### config.mk
export PLATFORM = sky130hd
export DESIGN_NAME = adsb_tx
export DESIGN_NICKNAME = d
export VERILOG_FILES = /design/src/rtl/adsb_tx.sv
export SDC_FILE = /design/constraint.sdc
export NUM_CORES = 1
export LEC_CHECK = 0
export BUFFER_PORTS_ARGS = -buffer_cell sky130_fd_sc_hd__buf_2
export CORE_MARGIN = 1.5
export CORE_UTILIZATION = 60
export CTS_BUF_LIST = sky130_fd_sc_hd__clkbuf_16
export CTS_CLUSTER_DIAMETER = 120
export DETAILED_ROUTE_END_ITERATION = 16
export PLACE_DENSITY_LB_ADDON = 0.05
export SLEW_MARGIN = 20
export SYNTH_ARGS = -nofsm -noshare
export SYNTH_HDL_FRONTEND = slang
export SYNTH_SLANG_ARGS = --single-unit
### constraint.sdc
create_clock -name i_clk8M -period 3.7 [get_ports i_clk8M]
set_input_delay 0.925 -clock i_clk8M [delete_from_list [all_inputs] [get_ports i_clk8M]]
set_output_delay 0.925 -clock i_clk8M [all_outputs]
set_load 0.05 [all_outputs]
### src/rtl/adsb_tx.sv
// ADS-B / Mode S test-frame transmitter: SPI-loaded 56/112-bit buffer, emitted as
// a 16-chip preamble followed by PPM data at 8 clk8M cycles per bit.
module adsb_tx #(
    parameter int GAP_CYCLES = 16,
    parameter int MAX_BYTES  = 14
) (
    input  logic i_clk8M,
    input  logic i_rst,
    input  logic i_spi_sck,
    input  logic i_spi_mosi,
    input  logic i_spi_ss,
    output logic o_adsb_out,
    output logic o_busy,
    output logic o_tx_done,
    output logic o_err
);

    // state    | meaning
    // S_IDLE   | line low, SPI capture enabled
    // S_PRE    | 16 preamble chips, 4 cycles each
    // S_DATA   | PPM data bits, 8 cycles each
    // S_GAP    | enforced idle-low gap, busy still high
    localparam logic [1:0]  S_IDLE   = 2'd0;
    localparam logic [1:0]  S_PRE    = 2'd1;
    localparam logic [1:0]  S_DATA   = 2'd2;
    localparam logic [1:0]  S_GAP    = 2'd3;
    localparam logic [15:0] PREAMBLE = 16'b1010000101000000;
    localparam logic [4:0]  MAX_B    = 5'(MAX_BYTES);
    localparam logic [7:0]  GAP_LOAD = 8'(GAP_CYCLES - 1);

    logic       r_sck_s1, r_sck_s2, r_sck_d;
    logic       r_ss_s1, r_ss_s2, r_ss_d;
    logic       r_mosi_s1, r_mosi_s2;

    logic [6:0] r_shift;
    logic [2:0] r_bitcnt;
    logic [4:0] r_bytecnt;
    logic       r_ovf;
    logic       r_discard;
    logic [7:0] r_buf [16];

    logic [1:0] r_state;
    logic [2:0] r_phase;
    logic [3:0] r_chip;
    logic [6:0] r_bit;
    logic [6:0] r_last;
    logic [7:0] r_gap;
    logic       r_cur;

    logic       w_sck_rise, w_ss_rise, w_ss_fall, w_ss_low;
    logic       w_cap, w_wr_en, w_start_ok;
    logic [3:0] w_chip_nxt;
    logic [2:0] w_phase_nxt;
    logic [6:0] w_rd_idx;
    logic       w_rd_bit;

    assign w_sck_rise  = r_sck_s2 & ~r_sck_d;
    assign w_ss_rise   = r_ss_s2 & ~r_ss_d;
    assign w_ss_fall   = ~r_ss_s2 & r_ss_d;
    assign w_ss_low    = ~r_ss_s2;
    assign w_cap       = w_sck_rise & w_ss_low & ~w_ss_fall & (r_state == S_IDLE) & ~r_discard;
    assign w_wr_en     = w_cap & (r_bytecnt != MAX_B) & (r_bitcnt == 3'd7);
    assign w_start_ok  = (r_state == S_IDLE) && (r_bitcnt == 3'd0) && !r_ovf && !r_discard
                         && ((r_bytecnt == 5'd7) || (r_bytecnt == MAX_B));
    assign w_chip_nxt  = r_chip - 4'd1;
    assign w_phase_nxt = r_phase + 3'd1;
    // The preamble pre-fetches bit 0; data pre-fetches the bit after the current one.
    assign w_rd_idx    = (r_state == S_PRE) ? 7'd0 : r_bit + 7'd1;
    assign w_rd_bit    = r_buf[w_rd_idx[6:3]][~w_rd_idx[2:0]];

    always_ff @(posedge i_clk8M) begin
        if (i_rst) begin
            r_sck_s1  <= 1'b0;
            r_sck_s2  <= 1'b0;
            r_sck_d   <= 1'b0;
            r_ss_s1   <= 1'b1;
            r_ss_s2   <= 1'b1;
            r_ss_d    <= 1'b1;
            r_mosi_s1 <= 1'b0;
            r_mosi_s2 <= 1'b0;
        end else begin
            r_sck_s1  <= i_spi_sck;
            r_sck_s2  <= r_sck_s1;
            r_sck_d   <= r_sck_s2;
            r_ss_s1   <= i_spi_ss;
            r_ss_s2   <= r_ss_s1;
            r_ss_d    <= r_ss_s2;
            r_mosi_s1 <= i_spi_mosi;
            r_mosi_s2 <= r_mosi_s1;
        end
    end

    // A transfer that touches a busy period is poisoned until the next select.
    always_ff @(posedge i_clk8M) begin
        if (i_rst) begin
            r_shift   <= '0;
            r_bitcnt  <= '0;
            r_bytecnt <= '0;
            r_ovf     <= 1'b0;
            r_discard <= 1'b0;
        end else if (w_ss_fall) begin
            r_bitcnt  <= '0;
            r_bytecnt <= '0;
            r_ovf     <= 1'b0;
            r_discard <= (r_state != S_IDLE);
        end else if (w_sck_rise && w_ss_low) begin
            if (r_state != S_IDLE) begin
                r_discard <= 1'b1;
            end else if (!r_discard) begin
                if (r_bytecnt == MAX_B) begin
                    r_ovf <= 1'b1;
                end else begin
                    r_shift  <= {r_shift[5:0], r_mosi_s2};
                    r_bitcnt <= r_bitcnt + 3'd1;
                    if (r_bitcnt == 3'd7)
                        r_bytecnt <= r_bytecnt + 5'd1;
                end
            end
        end
    end

    always_ff @(posedge i_clk8M) begin
        if (w_wr_en)
            r_buf[r_bytecnt[3:0]] <= {r_shift, r_mosi_s2};
    end

    always_ff @(posedge i_clk8M) begin
        if (i_rst) begin
            r_state    <= S_IDLE;
            r_phase    <= '0;
            r_chip     <= '0;
            r_bit      <= '0;
            r_last     <= '0;
            r_gap      <= '0;
            r_cur      <= 1'b0;
            o_adsb_out <= 1'b0;
            o_busy     <= 1'b0;
            o_tx_done  <= 1'b0;
            o_err      <= 1'b0;
        end else begin
            o_tx_done <= 1'b0;
            o_err     <= w_ss_rise && (r_state != S_IDLE);
            case (r_state)
                S_IDLE: begin
                    o_adsb_out <= 1'b0;
                    o_busy     <= 1'b0;
                    if (w_ss_rise) begin
                        if (w_start_ok) begin
                            r_state    <= S_PRE;
                            r_phase    <= '0;
                            r_chip     <= 4'd15;
                            r_last     <= (r_bytecnt == 5'd7) ? 7'd55 : 7'd111;
                            o_adsb_out <= PREAMBLE[15];
                            o_busy     <= 1'b1;
                        end else begin
                            o_err <= 1'b1;
                        end
                    end
                end
                S_PRE: begin
                    r_phase <= w_phase_nxt;
                    if (r_phase[1:0] == 2'd3) begin
                        if (r_chip == 4'd0) begin
                            r_state    <= S_DATA;
                            r_bit      <= '0;
                            r_cur      <= w_rd_bit;
                            o_adsb_out <= w_rd_bit;
                        end else begin
                            r_chip     <= w_chip_nxt;
                            o_adsb_out <= PREAMBLE[w_chip_nxt];
                        end
                    end
                end
                S_DATA: begin
                    r_phase <= w_phase_nxt;
                    if (r_phase == 3'd7) begin
                        if (r_bit == r_last) begin
                            r_state    <= S_GAP;
                            r_gap      <= GAP_LOAD;
                            o_adsb_out <= 1'b0;
                        end else begin
                            r_bit      <= r_bit + 7'd1;
                            r_cur      <= w_rd_bit;
                            o_adsb_out <= w_rd_bit;
                        end
                    end else begin
                        o_adsb_out <= w_phase_nxt[2] ? ~r_cur : r_cur;
                    end
                end
                S_GAP: begin
                    o_adsb_out <= 1'b0;
                    if (r_gap == 8'd0) begin
                        r_state   <= S_IDLE;
                        o_busy    <= 1'b0;
                        o_tx_done <= 1'b1;
                    end else begin
                        r_gap <= r_gap - 8'd1;
                    end
                end
                default: r_state <= S_IDLE;
            endcase
        end
    end

endmodule

* Word-level counts from Yosys, hierarchy flattened
Memories as Yosys holds them, arrays and structs flattened.
Cells that the tools add are included.
** Storage, ports and cells
- Logic and storage cells :: 163
- Memories :: 2
- Flip-flop bits (word level) :: 61
- Memory bits (writable) :: 128
- Memory bits (read-only) :: 16
** Cells by class
- Multiplexer cells :: 54
- Eq/ne operators :: 20
- Reduce and logical (&&, ||, !) cells :: 36
- Add/subtract/negate cells :: 6
- Order comparisons :: 2
- Bitwise gates (word level) :: 19
** Memories
- r_buf :: depth 16, width 8, rd ports 1, clocked after Yosys merged registers in 0, wr ports 1, line 40 : logic [7:0] r_buf [16];
- (name not given) :: depth 16, width 1, rd ports 1, clocked after Yosys merged registers in 0, wr ports 0, line 170 : o_adsb_out <= PREAMBLE[w_chip_nxt];
** Operators by type and width (count)
- 7-bit 2-to-1 mux :: 6
- 8-bit 2-to-1 mux :: 3
- 1-bit 2-to-1 mux :: 23
- 5-bit AND reduction :: 4
- 4-bit 2-to-1 mux :: 4
- 2-bit inequality test, second input constant :: 8
- 8-bit one-hot mux with 2 select lines :: 1
- 2-bit nonzero test :: 8
- 2-bit 2-to-1 mux :: 7
- 7-bit one-hot mux with 2 select lines :: 1
- 4-bit AND reduction :: 3
- 1-bit AND :: 9
- 1-bit inverter :: 9
- 8-bit logical NOT :: 1
- 2-bit one-hot mux with 4 select lines :: 1
- 4-bit one-hot mux with 2 select lines :: 1
- 8-bit by 1-bit subtractor with 8-bit output, second input constant :: 1
- 7-bit by 1-bit adder with 7-bit output, second input constant :: 1
- 7-bit equality test :: 1
- 7-bit AND reduction :: 1
- 3-bit by 1-bit adder with 3-bit output, second input constant :: 2
- 2-bit equality test, second input constant :: 3
- 3-bit equality test, second input constant :: 2
- 1-bit logical AND :: 6
- other kinds (23) :: 31

* Longest topological paths before layout
- Word-level depth :: 10
- Depth in mapped cells :: 14

* Worst setup path before layout
No wires, ideal clock.
- Path type :: reg2reg
- From :: reg r_state[0]
- To :: mem r_buf[0][0] (enable)
- Data required time :: 3.317 ns
- Stages on the path, launching flop included :: 12
- Setup time :: 0.383 ns
- Setup slack :: 0.752 ns
- Clock period less this slack :: 2.948 ns
- Data arrival time :: 2.564 ns
- Cell sequence :: dfxtp_1 -> inv_1 -> ha_1 -> nand2b_1 -> nor3_1 -> nor2b_1 -> clkbuf_1 -> and2_1 -> clkbuf_1 -> nor2b_1 -> nand2_1 -> nor3_1
** On the way
- Word-level cells in the longest chain between the ends :: 7
** Ends and longest elaborated chain
- from (decl) :: line 42 : logic [1:0] r_state;
- from (signal assigned) :: line 129 : r_state <= S_IDLE;
- from (signal assigned) :: line 149 : r_state <= S_PRE;
- from (signal assigned) :: line 164 : r_state <= S_DATA;
- 2-bit logical NOT :: line 61 : assign w_cap = w_sck_rise & w_ss_low & ~w_ss_fall & (r_state == S_IDLE) & ~r_discard;
- 1-bit AND (2 in a row) :: line 61
- 1-bit AND (2 in a row) :: line 62 : assign w_wr_en = w_cap & (r_bytecnt != MAX_B) & (r_bitcnt == 3'd7);
- 1-bit 2-to-1 mux :: line 123 : if (w_wr_en)
- 1-bit 2-to-1 mux (not written as such) :: line 124 : r_buf[r_bytecnt[3:0]] <= {r_shift, r_mosi_s2};
- to (decl) :: line 40
Every way passes these cells.

* Worst setup path after layout
- From :: reg r_bit[0]
- To :: reg r_cur
** On the way
- Word-level cells in the longest chain between the ends :: 8
- Elaborated cells between the ends (all ways) :: 14
- Classes of those cells :: add/sub (1); eq/ne (2); mux (8); bitwise (1); reduce/logical (1); memory (1)
** Ends and longest elaborated chain
- from (decl) :: line 45 : logic [6:0] r_bit;
- from (signal assigned) :: line 182 : r_bit <= r_bit + 7'd1;
- 7-bit by 1-bit adder with 7-bit output :: line 68 : assign w_rd_idx = (r_state == S_PRE) ? 7'd0 : r_bit + 7'd1;
- 7-bit 2-to-1 mux :: line 68
- memory read 16 x 8 bit or 3-bit inverter (tied branches)
- 1-bit binary-select mux with 3-bit select :: line 69 : assign w_rd_bit = r_buf[w_rd_idx[6:3]][~w_rd_idx[2:0]];
- 1-bit 2-to-1 mux (not written as such) :: line 69
- 1-bit 2-to-1 mux, on equally long branches :: line 177, 163
- 1-bit 2-to-1 mux, on equally long branches :: line 176, 162
- 1-bit one-hot mux with 2 select lines :: line 143 : case (r_state)
- to (signal assigned) :: line 166 : r_cur <= w_rd_bit;
- to (signal assigned) :: line 183 : r_cur <= w_rd_bit;
- to (decl) :: line 48 : logic r_cur;
Parallel ways exist; a longest one is shown, timed or not. The select of a mux whose other input is x is not followed.
A chain may end at the register's enable or synchronous reset.

==> metrics.md <==
| Metric | Value |
|---|---|
| Worst Path Required | 4.03 ns |
| Top post-synthesis cells by count | edfxtp_1 (128), nor2_1 (70), nand2_1 (65) |
| Netlist cell types | 76 |
| Sequential share of the synthesized area | 59.7% |
| Std-Cell Rows | 42 |
| CTS tree | done |
| Worst EP arrival | 3.57 ns |
| I/O Buffers | 8 |
| Ports | 9 |
| Setup violations, final | 0 |
| CTS Buf Count | 17 |
| Placed Cells incl. Taps | 868 |
| Diode count | 0 |
| R2R setup slack | 0.45 ns |
| Share of cells above drive strength 1 | 13.3% |
| Net Sw Frac | 23.0% |
| Top-area cell type share of the netlist area | 46.0% |
| Endpoint, Worst Hold | r_ss_s2 |
| Setup TNS | 0 ns |
| Internal | 0.00339 W |
| Top cells by area, synth | edfxtp_1 (46%), dfxtp_1 (14%), mux2i_1 (4.4%) |
| Post-CTS Hold Buffers | 0 |
| Net Switching | 0.00101 W |
| DIE HEIGHT | 121 µm |
| CP max-delay cell | xnor2_2 |
| Hold Startpoint | r_ss_s1 |
| Max-Cap Viols | 0 |
| CTS clk-pin slew, worst paths | 0.07 ns |
| Antenna violations before repair | 0 |
| Actual slew at the worst max-slew pin | 0.928 ns |
| Slew headroom | a little under two fifths |
| CP Launch Type | flip-flop |
| HP Class | reg2reg |
| Max Clock Skew | 0.00799 ns |
| DR vias | 5669 |
| Crit path largest cell delay | around 0.74 ns |
| Syn-to-layout area delta | 10.1% |
| Hold path depth | 1 |
| DRT Pass-1 Iters | 5 |
| Slew Viols, Final | 0 |
| CTS Sinks | 185 |
| WL final | 19.5 mm |
| Reg power frac | between 50% and 60% |
| Gpl congestion | just over 0.9 |
| Vias per Instance | between 6 and 7 |
| Min cycle time layout | 3.25 ns |
| H-tree Lvls | 4 |
| Clk pwr share | 42.9% |
| Die width | around 120 µm |
| Final Util | 68.7% |
| Unrepaired setup endpoints after global routing | no |
| Yosys top cell by area | edfxtp_1 |
| Layout Nets | 735 |
| Setup CP Type | reg2reg |
| Cell area power density | 478 nW/µm² |
| Number of synthesized register bits | 185 |
| Clock Tree Root | clkbuf_16 |
| Async set-reset flop share out of synthesis | 0% |
| Final Total Pwr | around 0.0044 W |
| Number of global-route vias before repair | 5233 |
| Avg Cell Area, Syn | 12.0 µm² |
| Setup crit end kind | flip-flop |
| Skew-Pair Late Insertion Delay | 0.43 ns |
| DRC viols | 0 |
| R2R depth | 10 |
| Count leader, synth | edfxtp_1 |
| Max Fclk | 308 MHz |
| CP startpoint | r_bit[0] |
| Synth Net Count | 723 |
| Iteration-0 DRC Markers | 556 |
| Die area | 14600 µm² |
| Outcome | finished clean |
| Post-synth EDFFs | 128 |
| GR Overflow Total | 0 |
| Routed Antenna Nets | 0 |
| Reg2reg end | r_cur |
| Mapped cell area | 8350 µm² |
| Comb power frac | 6.4% |
| Clock Path Buffers | 2 |
| Global-route wire length before repair | 30.2 mm |
| DR WL/cell | 21.7 µm |
| Core box area | roughly 13000 µm² |
| Overall global routing resource usage | 28.4% |
| Main flop type after synthesis | edfxtp_1 |
| Crit-path cells | ha_1, and3_1, xnor2_2, nor2_1, mux2i_1, o32ai_1, nor4b_1, a211oi_2, nand4_1, o211a_1 |
| Layout Cells excl Fill | 900 |
| Max IR drop VDD | a little under 0.4 mV |
| Largest net degree at the start of global routing | 44 |
| Synth warn | 0 |
| Initial Util | 62.3% |
| Final HPWL DP | 12.9 mm |
| R2R Path Start | r_bit[0] |
| Post-CTS resize count | 0 |
| Crit-path max FO | 18 |
| Fin. Hold Viols | 0 |
| Fin crit share | slightly below 90% |
| # Post-CTS Setup Buffers | 0 |
| Pleak | 3.22 nW |
| Mapped Cells | 699 |
==> flip-flops by register name (all words and copies together) (netlist names), 2 cells and up <==
signal and count:
r_last 3, r_bit 7, r_gap 8, r_bitcnt 3
r_phase 3, r_state 2, r_buf 128, r_shift 7
r_bytecnt 5, r_chip 4
==> how the worst max path moves through the flow <==
stage / cells after the start / slack [ns] / end
floorplan: 11 / 0.75 / r_buf[0][0]
detailed placement: 10 / 0.59 / o_adsb_out
finish: 10 / 0.45 / r_cur
CTS: 10 / 0.56 / r_cur
global placement: 10 / 0.64 / r_cur
global route: 10 / 0.26 / r_cur
==> layer usage <==
metal | vias up | GRT usage [%] | routed length, µm
met3 | 32 | 6.34 | 1410
met1 | 2791 | 41.2 | 8610
met2 | 232 | 43.2 | 9170
met5 | - | 0 | 0
met4 | 0 | 8.24 | 330
li1 | 2614 | - | -
==> final cells by class <==
type                       count  area, µm²
fill                         991       4200
clock inverter                15        196
timing repair buffer          34        235
tap                          176        220
multi-input combinational    450       3050
inverter                      23       86.3
clock buffer                  17        425
sequential                   185       4980
==> logic make-up after synthesis <==
logic type	Yosys count	share of synthesized area [%]
and+or+nand+nor	248	14.4
DFF	185	59.7
AOI/OAI and AO/OA	118	10.4
buffers and inverters	64	3.79
muxes	46	6.37
xor gates and xnor gates	19	2.49
adders and majority gates	19	2.85
==> power groups by stage <==
| stage | logic [W] | registers [W] | clock network (W) |
|---|---|---|---|
| after CTS | 0.000278 | 0.00223 | 0.00190 |
| after detailed placement | 0.000276 | 0.00228 | 0 |
| after global placement | 0.000269 | 0.00227 | 0 |
| after global routing | 0.000310 | 0.00223 | 0.00198 |
| final | 0.000281 | 0.00223 | 0.00189 |
| after floorplan | 0.000206 | 0.00227 | 0 |
==> metrics by stage <==
step,setup slack [ns],area [µm²],hold WS (ns)
6_report,0.453,9200,0.419
5_1_grt,0.264,9200,0.430
4_1_cts,0.556,9200,0.421
3_5_place_dp,0.585,8580,0.405
3_3_place_gp,0.638,8580,0.394
2_1_floorplan,0.752,8350,0.389
==> placed cells by master (no fill, tap or decap), types with 10 or more instances in the layout <==
master,count
a221oi_1,10
ha_1,19
a21oi_1,32
buf_4,26
nor2b_1,12
dfxtp_1,57
edfxtp_1,128
o21ai_0,13
a22oi_1,10
xnor2_1,11
mux2i_1,37
nand2_1,65
clkbuf_16,17
nand4_1,15
nand3_1,15
inv_1,23
nor2_1,70
nor3_1,21
==> critical path: cells and delay by family (launching register included) <==
kind	cells	cell delay, ns
simple gates	4	0.72
compound gates	3	0.71
mux	1	0.18
flops	1	0.43
fa+ha+maj	1	0.34
xor+xnor	1	0.74
Note: power is estimated with default switching activity, not from simulation.
